**src/rtl/fwd_hazard_ctrl_pkg.sv**
```systemverilog
// Shared operand-select encodings for the EX-stage ALU operand muxes.
package fwd_hazard_ctrl_pkg;

  localparam logic [1:0] SEL_RF    = 2'b00;  // register-file value
  localparam logic [1:0] SEL_EXMEM = 2'b01;  // EX/MEM ALU result
  localparam logic [1:0] SEL_MEMWB = 2'b10;  // MEM/WB writeback value
  // 2'b11 is reserved and never driven.

  // The younger producer (about to be in EX/MEM) always wins over the older one.
  function automatic logic [1:0] pick_sel(input logic hit_young, input logic hit_old);
    if (hit_young) begin
      return SEL_EXMEM;
    end else if (hit_old) begin
      return SEL_MEMWB;
    end
    return SEL_RF;
  endfunction

endpackage

```
**src/rtl/fwd_hazard_ctrl_pipe_tag_reg.sv**
```systemverilog
// Pipeline shadow tag: valid, destination register, write-enable and load flag.
module pipe_tag_reg #(
  parameter int unsigned REG_AW = 5
) (
  input  logic              clk,
  input  logic              rst_n,
  input  logic              bubble,
  input  logic              clear,
  input  logic              in_valid,
  input  logic [REG_AW-1:0] in_rd,
  input  logic              in_reg_write,
  input  logic              in_is_load,
  output logic              valid,
  output logic [REG_AW-1:0] rd,
  output logic              reg_write,
  output logic              is_load
);

  logic              valid_q;
  logic [REG_AW-1:0] rd_q;
  logic              reg_write_q;
  logic              is_load_q;

  // Clear wipes the whole tag; bubble only drops valid and holds the other fields.
  always_ff @(posedge clk or negedge rst_n) begin
    if (!rst_n) begin
      valid_q     <= 1'b0;
      rd_q        <= '0;
      reg_write_q <= 1'b0;
      is_load_q   <= 1'b0;
    end else if (clear) begin
      valid_q     <= 1'b0;
      rd_q        <= '0;
      reg_write_q <= 1'b0;
      is_load_q   <= 1'b0;
    end else if (bubble) begin
      valid_q     <= 1'b0;
    end else begin
      valid_q     <= in_valid;
      rd_q        <= in_rd;
      reg_write_q <= in_reg_write;
      is_load_q   <= in_is_load;
    end
  end

  assign valid     = valid_q;
  assign rd        = rd_q;
  assign reg_write = reg_write_q;
  assign is_load   = is_load_q;

endmodule

```
**src/rtl/fwd_hazard_ctrl.sv**
```systemverilog
// Forwarding-select and load-use hazard control beside the ID/EX register.
module fwd_hazard_ctrl
  import fwd_hazard_ctrl_pkg::*;
#(
  parameter int unsigned REG_AW = 5,
  parameter int unsigned CNT_W  = 32
) (
  input  logic              clk,
  input  logic              rst_n,
  input  logic              id_valid,
  input  logic [REG_AW-1:0] id_rs1,
  input  logic [REG_AW-1:0] id_rs2,
  input  logic              id_uses_rs1,
  input  logic              id_uses_rs2,
  input  logic [REG_AW-1:0] id_rd,
  input  logic              id_reg_write,
  input  logic              id_is_load,
  input  logic              flush,
  output logic              stall,
  output logic              ex_valid,
  output logic [1:0]        fwd_a_sel,
  output logic [1:0]        fwd_b_sel,
  output logic [CNT_W-1:0]  stall_count
);

  logic              idex_valid, idex_reg_write, idex_is_load;
  logic [REG_AW-1:0] idex_rd;
  logic              exmem_valid, exmem_reg_write, exmem_is_load;
  logic [REG_AW-1:0] exmem_rd;
  logic              memwb_valid, memwb_reg_write, memwb_is_load;
  logic [REG_AW-1:0] memwb_rd;
  logic              memwb_unused;

  logic [1:0]        fwd_a_d, fwd_a_q;
  logic [1:0]        fwd_b_d, fwd_b_q;
  logic [CNT_W-1:0]  stall_count_q;

  logic idex_fwd, exmem_fwd;
  logic hit_ex_a, hit_ex_b, hit_mem_a, hit_mem_b;

  // Flush squashes the ID instruction outright; a stall only inserts a bubble.
  pipe_tag_reg #(.REG_AW(REG_AW)) u_idex (
    .clk          (clk),
    .rst_n        (rst_n),
    .bubble       (stall),
    .clear        (flush),
    .in_valid     (id_valid),
    .in_rd        (id_rd),
    .in_reg_write (id_reg_write),
    .in_is_load   (id_is_load),
    .valid        (idex_valid),
    .rd           (idex_rd),
    .reg_write    (idex_reg_write),
    .is_load      (idex_is_load)
  );

  // The instruction in EX when a flush resolves is squashed on its way to MEM.
  pipe_tag_reg #(.REG_AW(REG_AW)) u_exmem (
    .clk          (clk),
    .rst_n        (rst_n),
    .bubble       (flush),
    .clear        (1'b0),
    .in_valid     (idex_valid),
    .in_rd        (idex_rd),
    .in_reg_write (idex_reg_write),
    .in_is_load   (idex_is_load),
    .valid        (exmem_valid),
    .rd           (exmem_rd),
    .reg_write    (exmem_reg_write),
    .is_load      (exmem_is_load)
  );

  pipe_tag_reg #(.REG_AW(REG_AW)) u_memwb (
    .clk          (clk),
    .rst_n        (rst_n),
    .bubble       (1'b0),
    .clear        (1'b0),
    .in_valid     (exmem_valid),
    .in_rd        (exmem_rd),
    .in_reg_write (exmem_reg_write),
    .in_is_load   (exmem_is_load),
    .valid        (memwb_valid),
    .rd           (memwb_rd),
    .reg_write    (memwb_reg_write),
    .is_load      (memwb_is_load)
  );

  // MEM/WB tag is tracked for completeness; forwarding decisions are made a stage early.
  assign memwb_unused = ^{memwb_valid, memwb_rd, memwb_reg_write, memwb_is_load, exmem_is_load};

  // Load-use hazard detection plus next-cycle forwarding selects.
  always_comb begin
    stall     = 1'b0;
    idex_fwd  = idex_valid & idex_reg_write & (idex_rd != '0);
    exmem_fwd = exmem_valid & exmem_reg_write & (exmem_rd != '0);
    hit_ex_a  = id_uses_rs1 & idex_fwd & (idex_rd == id_rs1);
    hit_ex_b  = id_uses_rs2 & idex_fwd & (idex_rd == id_rs2);
    hit_mem_a = id_uses_rs1 & exmem_fwd & (exmem_rd == id_rs1);
    hit_mem_b = id_uses_rs2 & exmem_fwd & (exmem_rd == id_rs2);
    fwd_a_d   = SEL_RF;
    fwd_b_d   = SEL_RF;

    if (id_valid && !flush && idex_valid && idex_is_load && (idex_rd != '0) &&
        ((id_uses_rs1 && (id_rs1 == idex_rd)) || (id_uses_rs2 && (id_rs2 == idex_rd)))) begin
      stall = 1'b1;
    end

    if (id_valid && !flush && !stall) begin
      fwd_a_d = pick_sel(hit_ex_a, hit_mem_a);
      fwd_b_d = pick_sel(hit_ex_b, hit_mem_b);
    end
  end

  // Selects travel with the ID/EX register so they are valid at the start of EX.
  always_ff @(posedge clk or negedge rst_n) begin
    if (!rst_n) begin
      fwd_a_q <= SEL_RF;
      fwd_b_q <= SEL_RF;
    end else begin
      fwd_a_q <= fwd_a_d;
      fwd_b_q <= fwd_b_d;
    end
  end

  // Saturating stall-cycle counter.
  always_ff @(posedge clk or negedge rst_n) begin
    if (!rst_n) begin
      stall_count_q <= '0;
    end else if (stall && (stall_count_q != {CNT_W{1'b1}})) begin
      stall_count_q <= stall_count_q + 1'b1;
    end
  end

  assign ex_valid    = idex_valid;
  assign fwd_a_sel   = fwd_a_q;
  assign fwd_b_sel   = fwd_b_q;
  assign stall_count = stall_count_q;

endmodule

```
**config.mk**
```make
export PLATFORM = sky130hd
export DESIGN_NAME = fwd_hazard_ctrl
export DESIGN_NICKNAME = d
export VERILOG_FILES = /design/src/rtl/fwd_hazard_ctrl_pkg.sv /design/src/rtl/fwd_hazard_ctrl_pipe_tag_reg.sv /design/src/rtl/fwd_hazard_ctrl.sv
export SDC_FILE = /design/constraint.sdc
export NUM_CORES = 1
export LEC_CHECK = 0
export ABC_CLOCK_PERIOD_IN_PS = 3440
export CORE_MARGIN = 2
export CORE_UTILIZATION = 50
export DETAILED_ROUTE_END_ITERATION = 10
export GPL_ROUTABILITY_DRIVEN = 0
export HOLD_SLACK_MARGIN = 0.06
export PLACE_DENSITY = 0.79
export SLEW_MARGIN = 20
export SYNTH_ARGS = -nofsm -noshare
export SYNTH_HDL_FRONTEND = slang
export SYNTH_SLANG_ARGS = --single-unit
```
**constraint.sdc**
```tcl
create_clock -name clk -period 3.44 [get_ports clk]
set_input_delay 1.032 -clock clk [delete_from_list [all_inputs] [get_ports clk]]
set_output_delay 1.032 -clock clk [all_outputs]
set_load 0.01 [all_outputs]
```
==> qor.csv, run 1 <==
metric;value;unit
die width;77.6;um
WL per Instance;15.3;um
initial DRC count;92;
FF+latch count, synth;51;
main flop type after synthesis;dfrtp_1;
RSZ-0062 raised after global routing;no;
crit-path cells;clkdlybuf4s50_1, xor2_1, nor4_2, and3_4, o21ai_2, inv_2, buf_6;
Final Max Tran Viols;0;
TritonCTS clock tree;yes;
top-area cell type share of the netlist area;47.2;%
area grow syn2layout;31.9;%
io pins;61;
most common cell in the synthesized netlist;dfrtp_1;
ANT nets after route;0;
Post-synth EDFFs;0;
CTS Buf Count;5;
first-pass GRT wire length;9960;um
Mean Syn Cell Area;11.5;um2
worst vdd ir;0.204;mV
area of the core;5170;um2
WL final;5880;um
drt drc;0;
sequential power share;58.8;%
fin area;3570;um2
Post-Synthesis Cells;235;
WP data arrival;2310;ps
routed vias;2014;
# nets final;339;
CP Launch Type;input pin;
Clk pwr share;31.7;%
worst rel slew slack;63.8;%
CTS Buffer Depth;2;
combinational share of power;9.5;%
vias per cell;5.23;
Worst path top cell family by delay;buffers and inverters;
initial core utilization;52.3;%
CP required;2410;ps
hold_buf cts;0;
Synth async-reset ratio;100;%
initial antenna violation count;0;
largest net degree at the start of global routing;24;
Port-buffer cells;60;
top post-synthesis cells by count;51 x dfrtp_1, 41 x xor2_1, 15 x nand2_1, 15 x nor2_1, 14 x nand3_1;
CTS clk-pin slew, worst paths;80;ps
critical path buffer and inverter count;3;
Post-DP Area;3480;um2
crit path max-delay cell type;clkdlybuf4s50_1;
TNS Setup;0;ps
placed cells;378;
crit end category;output port;
Least-Margin Pin Slew;541;ps
HPWL Detailed;4360;um
number of max-cap violations;0;
library cells used by synthesis;44;
synth top area cells;dfrtp_1 47%, xor2_1 13%, xnor2_1 3.2%;
Finish-stage setup viols;0;
share of layout cells above drive strength 1;20.6;%
Finished Layout Cells;385;
Pwr per Cell Area;300;nW/um2
Final Cycle Share;97.2;%
Leakage Power;0.00169;uW
Overall Power;1070;uW
Tmin final;3340;ps
dpl ws;-448;ps
status;complete, no violations;
Die H;77.6;um
final hold vios;0;
HP Class;flop to flop;
DRT Pass-1 Iters;4;
postcts setup bufs;0;
maximum clock rate;299;MHz
Ant. Diodes;0;
Worst path max stage delay;490;ps
Clock Latency Late Sink;300;ps
full die area;6020;um2
Ys Warns;0;
sw frac;22.7;%
Root Buffer;clkbuf_8;
WS Path Type;input pin to output port;
gr usage total;21.2;%
Post-Syn Nets;259;
H-tree Lvls;2;
Rows;26;
Cell Int Power;827;uW
clock sink count;51;
Final WS setup;95.6;ps
Clock Skew;6.61;ps
worst-path fanout max;2;
cell taking the most area after synthesis;dfrtp_1;
vias in the first global route;2054;
Mapped Area;2710;um2
gr ovfl total;0;
sequential share of the synthesized area;47.2;%
switching power;243;uW
==> per-layer routing <==
layer  global-route usage (%)  vias up  wire length, um
li1                         -      980                -
met1                     28.9      976             2640
met2                     34.2       53             2920
met3                     4.19        5              244
met4                     6.61        0               74
met5                        0        -                0
==> power by group through the flow <==
stage / Combinational (uW) / Clock, uW / Sequential [uW]
global placement: 103 / 0 / 640
finish: 102 / 339 / 628
CTS: 104 / 354 / 629
global route: 112 / 378 / 631
detailed placement: 104 / 0 / 641
floorplan: 45.5 / 0 / 634
==> kinds of logic (layout without fill, tap and decap cells) <==
family / after synthesis / after routing / synth area share, %
AND/OR/NAND/NOR: 95 / 95 / 23.1
adder cells (fa/ha/maj): 1 / 1 / 0.462
AO/OA/AOI/OAI: 10 / 10 / 4.76
buffers and inverters: 14 / 94 / 2.87
XOR/XNOR: 51 / 51 / 16.5
flip-flops: 51 / 51 / 47.2
multiplexers: 13 / 13 / 5.13
==> cell usage in the layout (no fill, tap or decap), types with 3 or more instances in the layout <==
cell | synthesis | final
nor3_2 | 6 | 6
xnor2_1 | 10 | 10
nor4_2 | 6 | 6
dfrtp_1 | 51 | 51
mux2_2 | 7 | 7
nand3_1 | 14 | 14
dlygate4sd2_1 | 0 | 5
inv_1 | 7 | 6
buf_4 | 0 | 19
nor3b_1 | 3 | 3
nand4_1 | 5 | 5
nand2_1 | 15 | 15
xor2_1 | 41 | 41
mux2i_1 | 6 | 6
nor4_1 | 5 | 5
clkdlybuf4s50_1 | 0 | 52
nor2_1 | 15 | 15
clkbuf_8 | 0 | 6
nor3_1 | 9 | 9
==> flip-flops by register name, indices dropped and copies added (netlist names) <==
register and count:
fwd_a_sel 2, fwd_b_sel 2, stall_count 32, u_exmem.rd 5, u_exmem.reg_write 1, u_exmem.valid 1, u_idex.is_load 1, u_idex.rd 5
u_idex.reg_write 1, u_idex.valid 1
==> final cells by class <==
| cell class | count | area [um2] |
|---|---|---|
| Sequential cell | 51 | 1280 |
| Fill cell | 381 | 1600 |
| Clock inverter | 1 | 5.00 |
| Timing Repair Buffer | 79 | 736 |
| Multi-Input combinational cell | 170 | 1350 |
| Inverter | 8 | 30.0 |
| Clock buffer | 6 | 82.6 |
| Tap cell | 70 | 87.6 |
==> path summary, 6_finish.rpt <==
kind                                start               to  slack [ps]  cells after the start
max                             id_rs2[3]            stall         100                      7
min                        u_idex.is_load     fwd_b_sel[0]         490                      1
max reg2reg                  u_idex.rd[1]  stall_count[15]        1270                      7
min reg2reg                u_idex.is_load     fwd_b_sel[0]         490                      1
max in group asynchronous           rst_n  stall_count[13]        2260                      2
min in group asynchronous           rst_n     u_idex.rd[3]         600                      1
==> per-stage QoR <==
stage	util [%]	hold WS, ps
finish	69.0	494
global route	69.0	523
CTS	68.8	497
detailed placement	67.4	478
global placement	67.4	480
floorplan	-	451
==> timing repair <==
action	4_1_cts	5_1_grt
setup endpoints to repair	1	1
pin swaps	4	2
resized for setup	9	3
cloned	0	0
Note: power is estimated with default switching activity, not from simulation.
==> inputs of run 2 (changes only) <==
--- a/config.mk
+++ b/config.mk
@@ -6,6 +6,8 @@
 export NUM_CORES = 1
 export LEC_CHECK = 0
 export ABC_CLOCK_PERIOD_IN_PS = 3440
+export CAP_MARGIN = 20
+export CORE_ASPECT_RATIO = 1.75
 export CORE_MARGIN = 2
 export CORE_UTILIZATION = 50
 export DETAILED_ROUTE_END_ITERATION = 10
==> qor.csv, run 2 (synthesized netlist as in run 1, its figures left out) <==
metric;value;unit;change
routed vias;2059;;+2.2%
RSZ-0062 raised after global routing;no;;
status;complete, no violations;;
most common cell after layout, fill and taps aside;clkdlybuf4s50_1;;
Register-to-Register Path Depth;8;;+1
Hold WS;493;ps;-0.761 ps
CP required;2410;ps;about the same
CP Launch Type;input pin;;
io pins;61;;unchanged
largest net degree at the start of global routing;52;;+120%
Worst path max stage delay;440;ps;-50 ps
maximum clock rate;296;MHz;-0.96%
Pwr per Cell Area;308;nW/um2;+2.9%
max FFs per register;32;;unchanged
Clock Skew;11.5;ps;+4.88 ps
first-pass GRT wire length;9910;um;-0.55%
WS Path Type;input pin to output port;;
Overall Power;1110;uW;+3.6%
crit end category;output port;;
final hold vios;0;;unchanged
area of the core;5260;um2;+1.6%
vias per cell;5.51;;+5.2%
Root Buffer;clkbuf_8;;
clock sink count;51;;unchanged
Tmin final;3380;ps;+32.5 ps
Finish-stage setup viols;0;;unchanged
CTS Buf Count;5;;unchanged
Least-Margin Pin Slew;635;ps;+94.4 ps
drt drc;0;;unchanged
CTS clk-pin slew, worst paths;90;ps;about the same
Finished Layout Cells;374;;-2.9%
Reg area;1280;um2;unchanged
hold_buf cts;0;;unchanged
multi-input logic area;1360;um2;+0.55%
area grow syn2layout;32.7;%;
WP data arrival;2340;ps;+30 ps
initial core utilization;51.5;%;-0.82 points
full die area;6040;um2;+0.39%
Ant. Diodes;0;;unchanged
critical path buffer and inverter count;3;;unchanged
worst-path fanout max;2;;unchanged
Final Cycle Share;98.2;%;+0.94 points
highest-count cells in the layout ignoring fill and taps;53 x clkdlybuf4s50_1, 51 x dfrtp_1, 40 x xor2_1;;
initial DRC count;54;;-41%
Clock Latency Late Sink;300;ps;about the same
FF-to-FF setup slack;1220;ps;-50 ps
r2r endpoint;stall_count[15];;
Critical Path Source;id_rs2[0];;
Hold Startpoint;stall_count[31];;
ANT nets after route;0;;unchanged
placed cells;364;;-3.7%
share of layout cells above drive strength 1;21.6;%;+1.0 points
WL final;6110;um;+4.0%
HP Class;flop to flop;;
worst r2r src;u_idex.rd[4];;
Hold Path Cell Cnt;1;;unchanged
number of max-cap violations;0;;unchanged
CTS Buffer Depth;2;;unchanged
HPWL Detailed;4550;um;+4.3%
H-tree Lvls;2;;unchanged
Port-buffer cells;60;;unchanged
# nets final;342;;+0.88%
worst rel slew slack;57.6;%;-6.2 points
Die H;101;um;+31%
# fillers;427;;+12%
Rows;35;;+35%
Hold EP;stall_count[31];;
vias in the first global route;2107;;+2.6%
crit path max-delay cell type;clkdlybuf4s50_1;;
initial antenna violation count;0;;unchanged
die width;59.6;um;-23%
TritonCTS clock tree;yes;;
crit-path cells;clkdlybuf4s50_1, xor2_1, nor4_2, and3_4, o21ai_2, inv_1, buf_2;;
final core utilization;68.4;%;-0.66 points
worst vdd ir;0.311;mV;+52%
Worst path top cell family by delay;buffers and inverters;;
gr ovfl total;0;;unchanged
WL per Instance;16.3;um;+7.1%
Leakage Power;0.00171;uW;+1.3%
gr usage total;21.7;%;+0.54 points
DRT Pass-1 Iters;4;;unchanged
Final Max Tran Viols;0;;unchanged
## run 2: cell types whose count changed in the layout (fill, tap and decap cells not counted), sizes merged
cell           before  now
clkinv              1    0
clkdlybuf4s50      52   53
clkinvlp            0    1
dlygate4sd2         5    4
clkbuf              6    7
buf                21   24
## run 2: worst max path at each step
stage	to	slack [ps]	depth (start not counted)
finish	stall	60	7
global route	stall	3	7
CTS	stall	40	7
detailed placement	stall	-400	7
global placement	stall	-380	7
floorplan	stall	370	6
## run 2: through the flow
stage	setup WS [ps]	cell area (um2)	TNS [ps]
2_1_floorplan	368	2710	0
3_3_place_gp	-377	3470	-377
3_5_place_dp	-396	3470	-396
4_1_cts	37.1	3590	0
5_1_grt	3.24	3590	0
6_report	63.2	3590	0
## run 2: cell type report
type | count | area share [%]
Clock inverter | 1 | 0.209
Sequential cell | 51 | 35.5
Clock buffer | 7 | 2.68
Tap cell | 55 | 1.92
Timing Repair Buffer | 82 | 21.0
Inverter | 8 | 0.836
Multi-Input combinational cell | 170 | 37.9
## run 2: where the power goes
group          total [uW]  internal (uW)  switching [uW]
clock                 375            183             192
combinational         105           59.1            46.1
sequential            628            611            16.9
## run 2: repair_timing
action,in CTS,in global routing
endpoints found under the setup margin,1,1
buffers inserted,2,0
resized for setup,9,1
pin swaps,4,4
## run 2: per-layer routing
layer / GRT usage, % / vias to the layer above / wire length (um)
met1: 24.1 / 1021 / 2380
met3: 3.45 / 7 / 233
met2: 40.7 / 47 / 3390
met4: 7.01 / 0 / 114
li1: - / 984 / -
met5: 0 / - / 0
